## config.mk

```make
export PLATFORM = sky130hd
export DESIGN_NAME = instr_fetch_unit
export DESIGN_NICKNAME = d
export VERILOG_FILES = /design/src/rtl/fetch_pkg.sv /design/src/rtl/fetch_fifo.sv /design/src/rtl/instr_fetch_unit.sv
export SDC_FILE = /design/constraint.sdc
export NUM_CORES = 1
export LEC_CHECK = 0
export BUFFER_PORTS_ARGS = -buffer_cell sky130_fd_sc_hd__buf_4
export CAP_MARGIN = 20
export CORE_ASPECT_RATIO = 0.75
export CORE_MARGIN = 1
export CORE_UTILIZATION = 26
export CTS_CLUSTER_DIAMETER = 150
export DETAILED_ROUTE_END_ITERATION = 10
export GPL_ROUTABILITY_DRIVEN = 1
export GPL_TIMING_DRIVEN = 1
export PLACE_DENSITY = 0.49
export SYNTH_ARGS = -nofsm -noshare
export SYNTH_HDL_FRONTEND = slang
export SYNTH_HIERARCHICAL = 1
export SYNTH_SLANG_ARGS = --single-unit
```

## constraint.sdc

```tcl
create_clock -name clk -period 11.1 [get_ports clk]
set_input_delay 1.11 -clock clk [delete_from_list [all_inputs] [get_ports clk]]
set_output_delay 1.11 -clock clk [all_outputs]
set_load 0.02 [all_outputs]
```

## src/rtl/fetch_pkg.sv

```systemverilog
// Shared widths, the prefetch entry layout and the default reset PC for the fetch stage.
package fetch_pkg;
  localparam int XLEN = 32;
  localparam int ILEN = 32;

  localparam logic [XLEN-1:0] DEFAULT_RESET_PC = 32'h0000_0000;

  typedef struct packed {
    logic [XLEN-1:0] pc;
    logic [ILEN-1:0] instr;
  } fetch_entry_t;
endpackage

```

## src/rtl/fetch_fifo.sv

```systemverilog
// Prefetch FIFO of fetch entries; a write is visible at the head one edge later.
// Full rejects pushes unless a pop happens on the same edge; flush empties it.
module fetch_fifo
  import fetch_pkg::*;
#(
  parameter int DEPTH = 2
) (
  input  logic         clk,
  input  logic         rst,
  input  logic         flush,
  input  logic         push,
  input  fetch_entry_t wdata,
  input  logic         pop,
  output fetch_entry_t rdata,
  output logic         full,
  output logic         empty
);
  localparam int AW = $clog2(DEPTH);
  localparam logic [AW:0] FULL_CNT = (AW + 1)'(DEPTH);

  fetch_entry_t  r_mem [DEPTH];
  logic [AW-1:0] r_wr_ptr;
  logic [AW-1:0] r_rd_ptr;
  logic [AW:0]   r_count;

  logic w_do_pop;
  logic w_do_push;

  assign w_do_pop  = pop & ~empty;
  assign w_do_push = push & (~full | w_do_pop);

  always_ff @(posedge clk) begin
    if (rst || flush) begin
      r_wr_ptr <= '0;
      r_rd_ptr <= '0;
      r_count  <= '0;
    end else begin
      if (w_do_push) r_wr_ptr <= r_wr_ptr + 1'b1;
      if (w_do_pop)  r_rd_ptr <= r_rd_ptr + 1'b1;
      case ({w_do_push, w_do_pop})
        2'b10:   r_count <= r_count + 1'b1;
        2'b01:   r_count <= r_count - 1'b1;
        default: r_count <= r_count;
      endcase
    end
  end

  // Storage is left unreset; the count alone decides what is valid.
  always_ff @(posedge clk) begin
    if (w_do_push && !flush && !rst) r_mem[r_wr_ptr] <= wdata;
  end

  assign full  = (r_count == FULL_CNT);
  assign empty = (r_count == '0);
  assign rdata = empty ? '0 : r_mem[r_rd_ptr];
endmodule

```

## src/rtl/instr_fetch_unit.sv

```systemverilog
// PC owner feeding a combinational imem into a prefetch FIFO; head visible 1 edge after fetch, 1 instr/cycle.
// Stalls on full FIFO or fetch_en=0; redirect flushes. FETCH_PERF_CNT_EN adds push/redirect counters.
module instr_fetch_unit
  import fetch_pkg::*;
#(
  parameter logic [31:0] RESET_PC = DEFAULT_RESET_PC,
  parameter int          DEPTH    = 2
) (
  input  logic        clk,
  input  logic        rst,
  input  logic        fetch_en,
  output logic [31:0] imem_addr,
  input  logic [31:0] imem_rdata,
  input  logic        redirect_valid,
  input  logic [31:0] redirect_target,
  output logic        out_valid,
  input  logic        out_ready,
  output logic [31:0] out_pc,
  output logic [31:0] out_instr,
`ifdef FETCH_PERF_CNT_EN
  output logic [31:0] perf_fetched,
  output logic [31:0] perf_redirects,
`endif
  output logic        fetch_misalign
);
  logic [31:0]  r_pc;
  logic [31:0]  w_pc_nxt;
  logic         r_misalign;
  logic         w_pop;
  logic         w_push;
  logic         w_full;
  logic         w_empty;
  fetch_entry_t w_wdata;
  fetch_entry_t w_rdata;

  assign w_pop   = out_valid & out_ready;
  assign w_push  = fetch_en & ~redirect_valid & (~w_full | w_pop);
  assign w_wdata = '{pc: r_pc, instr: imem_rdata};

  always_comb begin
    w_pc_nxt = r_pc;
    if (redirect_valid) w_pc_nxt = {redirect_target[31:2], 2'b00};
    else if (w_push)    w_pc_nxt = r_pc + 32'd4;
  end

  always_ff @(posedge clk) begin
    if (rst) begin
      r_pc       <= RESET_PC;
      r_misalign <= 1'b0;
    end else begin
      r_pc       <= w_pc_nxt;
      r_misalign <= redirect_valid & (|redirect_target[1:0]);
    end
  end

  fetch_fifo #(
    .DEPTH(DEPTH)
  ) u_fifo (
    .clk   (clk),
    .rst   (rst),
    .flush (redirect_valid),
    .push  (w_push),
    .wdata (w_wdata),
    .pop   (w_pop),
    .rdata (w_rdata),
    .full  (w_full),
    .empty (w_empty)
  );

  assign imem_addr      = r_pc;
  assign out_valid      = ~w_empty;
  assign out_pc         = w_rdata.pc;
  assign out_instr      = w_rdata.instr;
  assign fetch_misalign = r_misalign;

`ifdef FETCH_PERF_CNT_EN
  logic [31:0] r_perf_fetched;
  logic [31:0] r_perf_redirects;

  always_ff @(posedge clk) begin
    if (rst) begin
      r_perf_fetched   <= '0;
      r_perf_redirects <= '0;
    end else begin
      if (w_push)         r_perf_fetched   <= r_perf_fetched + 32'd1;
      if (redirect_valid) r_perf_redirects <= r_perf_redirects + 32'd1;
    end
  end

  assign perf_fetched   = r_perf_fetched;
  assign perf_redirects = r_perf_redirects;
`endif
endmodule

```

* After elaboration in Yosys (flattened, before gate mapping)
Memory sizes are Yosys's and may differ from the RTL's. A register that Yosys moved wholly into a read port is not among the register bits.
Index checks and enable logic that the tools add are counted.
** Cells by class
- $add $sub $neg :: 5
- Eq/ne operators :: 3
- Mux-type cells :: 8
- Bitwise gates (word level) :: 11
- Reductions and logical operators :: 10
** Operators with widths (number)
- 32-bit 2-to-1 mux :: 2
- 64-bit 2-to-1 mux :: 1
- 32-bit by 3-bit adder with 32-bit output (second input constant) :: 1
- 1-bit AND :: 6
- 2-bit == test (second input constant) :: 2
- 1-bit 2-to-1 mux :: 4
- 2-bit case mux with 2 select lines :: 1
- 2-bit nonzero test :: 2
- 2-bit OR reduction :: 2
- 1-bit inverter :: 3
- 1-bit adder (second input constant) :: 2
- 2-bit by 1-bit adder with 2-bit output (second input constant) :: 1
- 2-bit by 1-bit == test with 1-bit output (second input constant) :: 1
- 1-bit logical AND :: 2
- 1-bit zero test :: 2
- 2-bit zero test :: 1
- 1-bit bitwise OR :: 2
- 2-bit by 1-bit subtractor with 2-bit output (second input constant) :: 1
- 1-bit logical OR :: 1
** Word-level totals
- Register bits after elaboration :: 37
- Bits in writable memories :: 128
- Output and inout port bits :: 98
- Memories kept :: 1
** Memory list
- u_fifo.r_mem :: depth 2, bits a word 64, rd ports 1, clocked after Yosys merged registers in 1, wr ports 1, line fetch_fifo.sv:21 : fetch_entry_t r_mem [DEPTH];

* Logic depth before layout (Yosys ltp)
- Word-level depth :: 10
- Mapped depth :: 9
- Mapped depth without buffers :: 7

* Cells and area by module
Netlist, hierarchy kept.
** Modules (own cells, without submodules)
- fetch_fifo :: times used 1, cells each 299, area an instance 5126.2 µm², seq. area each 3943.8 µm²
- instr_fetch_unit :: times used 1, cells each 217, area an instance 1790.5 µm², seq. area each 620.6 µm²

* Worst setup path after synthesis
Ideal clock, no wire load.
- Path kind :: input port to flip-flop
- From :: in redirect_valid
- To :: mem u_fifo/r_mem[1][0] in the netlist's numbering (enable)
- Setup time :: 0.524 ns
- Data arrival time :: 5.783 ns
- Data required time :: 10.576 ns
- Slack :: 4.793 ns
- Stages :: 7
- Buffers on the path :: 3
- Path through :: clkbuf_1 > inv_1 > clkbuf_1 > buf_1 > and2_1 > o21ai_4 > nor4b_2
** Between the ends
- Word-level cells in the longest chain between the ends :: 8
- Elaborated cells on any way between the ends :: 9
- Those cells by class :: mux: 2; bitwise: 4; reduce/logical: 3
** Ends and longest elaborated chain
- from (decl) :: line instr_fetch_unit.sv:14 : input logic redirect_valid,
- 1-bit inverter :: line instr_fetch_unit.sv:37 : assign w_push = fetch_en & ~redirect_valid & (~w_full | w_pop);
- 1-bit AND (2 in a row) :: line instr_fetch_unit.sv:37
- named net w_push :: line instr_fetch_unit.sv:30 : logic w_push;
- 1-bit AND :: line fetch_fifo.sv:30 : assign w_do_push = push & (~full | w_do_pop);
- 1-bit logical AND (2 in a row) :: line fetch_fifo.sv:50 : if (w_do_push && !flush && !rst) r_mem[r_wr_ptr] <= wdata;
- 1-bit 2-to-1 mux :: line fetch_fifo.sv:50
- 1-bit 2-to-1 mux (not written as such) :: line fetch_fifo.sv:50
- to (decl) :: line fetch_fifo.sv:21
The timed path passes the listed nets, and every way through them passes these cells.

* Worst setup path in the final report
- From :: in out_ready
- To :: mem u_fifo/r_mem[1][2] in the netlist's numbering (enable)
** Between the ends
- Word-level cells in the longest chain between the ends :: 8
- Elaborated cells on any way between the ends :: 10
- Those cells by class :: mux: 2; bitwise: 6; reduce/logical: 2
** Ends and longest elaborated chain
- from (decl) :: line instr_fetch_unit.sv:17 : input logic out_ready,
- 1-bit AND :: line instr_fetch_unit.sv:36 : assign w_pop = out_valid & out_ready;
- 1-bit bitwise OR :: line instr_fetch_unit.sv:37
- 1-bit AND :: line instr_fetch_unit.sv:37
- named net w_push :: line instr_fetch_unit.sv:30
- 1-bit AND :: line fetch_fifo.sv:30
- 1-bit logical AND (2 in a row) :: line fetch_fifo.sv:50
- 1-bit 2-to-1 mux :: line fetch_fifo.sv:50
- 1-bit 2-to-1 mux (not written as such) :: line fetch_fifo.sv:50
The timed path passes the listed nets, and every way through them passes these cells.

==> flow_summary.toml <==
[final_layout]
drive_gt1_share_pct = 30.9
postLayoutCoreUtil_pct = 34.8
final_common_cell = "buf_4"
final_nets = 752
fin_cells = 1039
final_cell_mix = "buf_4, edfxtp_1, nor2_1"
finalInstanceArea_um2 = 9050
area_delta_synth_final_pct = 30.9
insertedDiodeCount = 0

[critical_path]
worstSetupPathDepth = 7
worstSetupStartpointType = "input port"
cp_max_fo = 52
crit_family = "simple AND/OR/NAND/NOR gates"
crit_required_ns = 11.15
max_stage_delay_ns = 0.77
rr_worst_depth = 7
crit_buf_inv = 2
path_cells = "buf_4 > nand2b_1 > a21boi_2 > and2_1 > o21ai_4 > nor4b_4 > buf_4"
crit_top_cell = "buf_4"
arrival_ns = 3.93
cp_slowest_cell = "nor4b_4"
path_class = "in2reg"
worstSetupEndpointType = "register"

[sta]
relSlewSlack_pct = 39.5
finalSetupViolCount = 0
clock_skew_ns = 0.00802
worst_slew_pin_slew_ns = 0.903
finalWorstSetupSlack_ns = 7.22
hold_viol = 0
fin_hold_ws_ns = 0.547
setup-tns-final_ns = 0
rsz0062_at_grt = "false"
fin_crit_ns = 3.88
max_freq_mhz = 258
min_period_over_period_pct = 35.0
maxSlewViolCount = 0

[placement]
port_buffers = 164
dp_cells = 1007
place_ws_ns = 6.74
dp_hpwl_mm = 12.5
placed_cell_area_um2 = 8480
place.gp.congestion = 0.774

[clocking]
postCtsSetupBuffers = 0
htree_levels = 4
tritoncts = "done"
clkLatencyLatePin_ns = 0.42
numCtsBuffers = 17
cts.sink_count = 164
clockBufferDepth = 2
cts_resized = 0
root_buffer = "clkbuf_16"
holdBufCountCts = 0
path_clk_slew_ns = 0.06

[global_routing]
grtUsageTotal_pct = 13.3
grt_pass1_vias = 4563
grt_max_degree = 66
grt_overflow = 0
antenna_found_initial = 0
grt_pass1_wl_mm = 26.5

[floorplan]
die_h_um = 143
core-area_um2 = 26000
rows = 51
initial_core_util_pct = 26.6
num_io_pins = 167
die_area_um2 = 27300
die_w_um = 190

[yosys]
synthArstFlopShare_pct = 0
post_synth_num_cell_types = 46
synth_edf_count = 128
yosys.area.top_type_share_pct = 55.6
syn_inst = 516
ys_ff_latch = 164
seq_area_frac_synth_pct = 66.0
syn_area_um2 = 6920
yosys_warnings = 6
synthTopCellsByArea = "edfxtp_1, dfxtp_1, mux2i_1"
synth_ff_type = "edfxtp_1"
avgSynthCellArea_um2 = 13.4
synth_top_area_cell = "edfxtp_1"

[routing]
dr.pass1.iters = 4
wl_per_cell_um = 17.2
vias_per_cell = 4.39
routed_wl_mm = 17.9
drt_iter0_drc = 231
via_count = 4564
post-route-drc-count = 0
route.antenna.remaining_nets = 0

[pwr]
power-per-cell-area_nw_per_um2 = 150
total_power_mw = 1.36
ir_drop_uv = 106
leakage_nw = 3.25

[flow_run]
max_cap_viol_count = 0

[outcome]
status = "completed"

[worst_hold_path]
hold_path.class = "reg2reg"
hold_depth = 0
## logic make-up after synthesis
kind of cell | after synthesis | share of synthesized area (%)
compound gates | 50 | 5.43
other cells | 1 | 0.0542
mux | 67 | 9.79
fa+ha+maj | 1 | 0.181
xor+xnor | 31 | 3.93
flops | 164 | 66.0
simple gates | 167 | 11.6
buf+inv | 35 | 3.08
## path summary, 6_finish.rpt
path / endpoint / from / slack, ns
max: u_fifo/r_mem[1][2]$_DFFE_PP_ / out_ready / 7.22
min: u_fifo/r_mem[1][43]$_DFFE_PP_ / imem_addr[11]$_SDFFE_PP0P_ / 0.55
max reg2reg: u_fifo/r_mem[1][2]$_DFFE_PP_ / u_fifo/r_count[1]$_SDFFE_PP0P_ / 7.34
min reg2reg: u_fifo/r_mem[1][43]$_DFFE_PP_ / imem_addr[11]$_SDFFE_PP0P_ / 0.55
## registers in the layout (all words and copies together) (netlist names), named ones only
name,cells
u_fifo/r_rd_ptr,1
u_fifo/r_wr_ptr,1
u_fifo/r_count,2
fetch_misalign,1
imem_addr,30
u_fifo/r_mem,128
## where the power goes
part / internal (mW) / leakage, nW / switching, mW
Sequential: 0.675 / 1.45 / 0.0161
Combinational: 0.0437 / 1.52 / 0.0534
Clock: 0.316 / 0.276 / 0.255
## layer usage
layer,up-vias,share of wire (%),global-route usage [%]
li1,2217,-,-
met1,2178,48,18.6
met2,155,44,19.9
met3,14,7.0,3.49
met4,0,0.91,4.04
met5,-,0,0
## synthesized netlist by cell type (2+ instances only)
| library cell | n |
|---|---|
| dfxtp_1 | 36 |
| nor2_1 | 84 |
| buf_1 | 3 |
| o21a_1 | 2 |
| nand4_1 | 13 |
| and2_1 | 3 |
| xnor2_1 | 11 |
| a2111oi_0 | 2 |
| nand3_1 | 6 |
| edfxtp_1 | 128 |
| nor3b_1 | 3 |
| nand2_1 | 34 |
| nand2b_1 | 2 |
| mux2i_1 | 65 |
| nor3_1 | 5 |
| nor2b_1 | 2 |
| buf_4 | 9 |
| a21oi_1 | 15 |
| a211oi_1 | 18 |
| clkbuf_1 | 7 |
| o22ai_1 | 2 |
| buf_6 | 6 |
| a22o_1 | 5 |
| and3_1 | 5 |
| inv_1 | 8 |
| buf_2 | 2 |
| nor4b_2 | 2 |
| xor2_1 | 20 |
## cell type report
cell class | instances | area [um2]
clock inverters | 14 | 143
clock buffers | 18 | 429
multi-input cells | 322 | 2180
well taps | 344 | 430
repair buffers | 169 | 1270
flip-flops and latches | 164 | 4570
fillers | 2587 | 17000
inverters | 8 | 30.0
No activity file was read; power rests on OpenSTA's default activity.
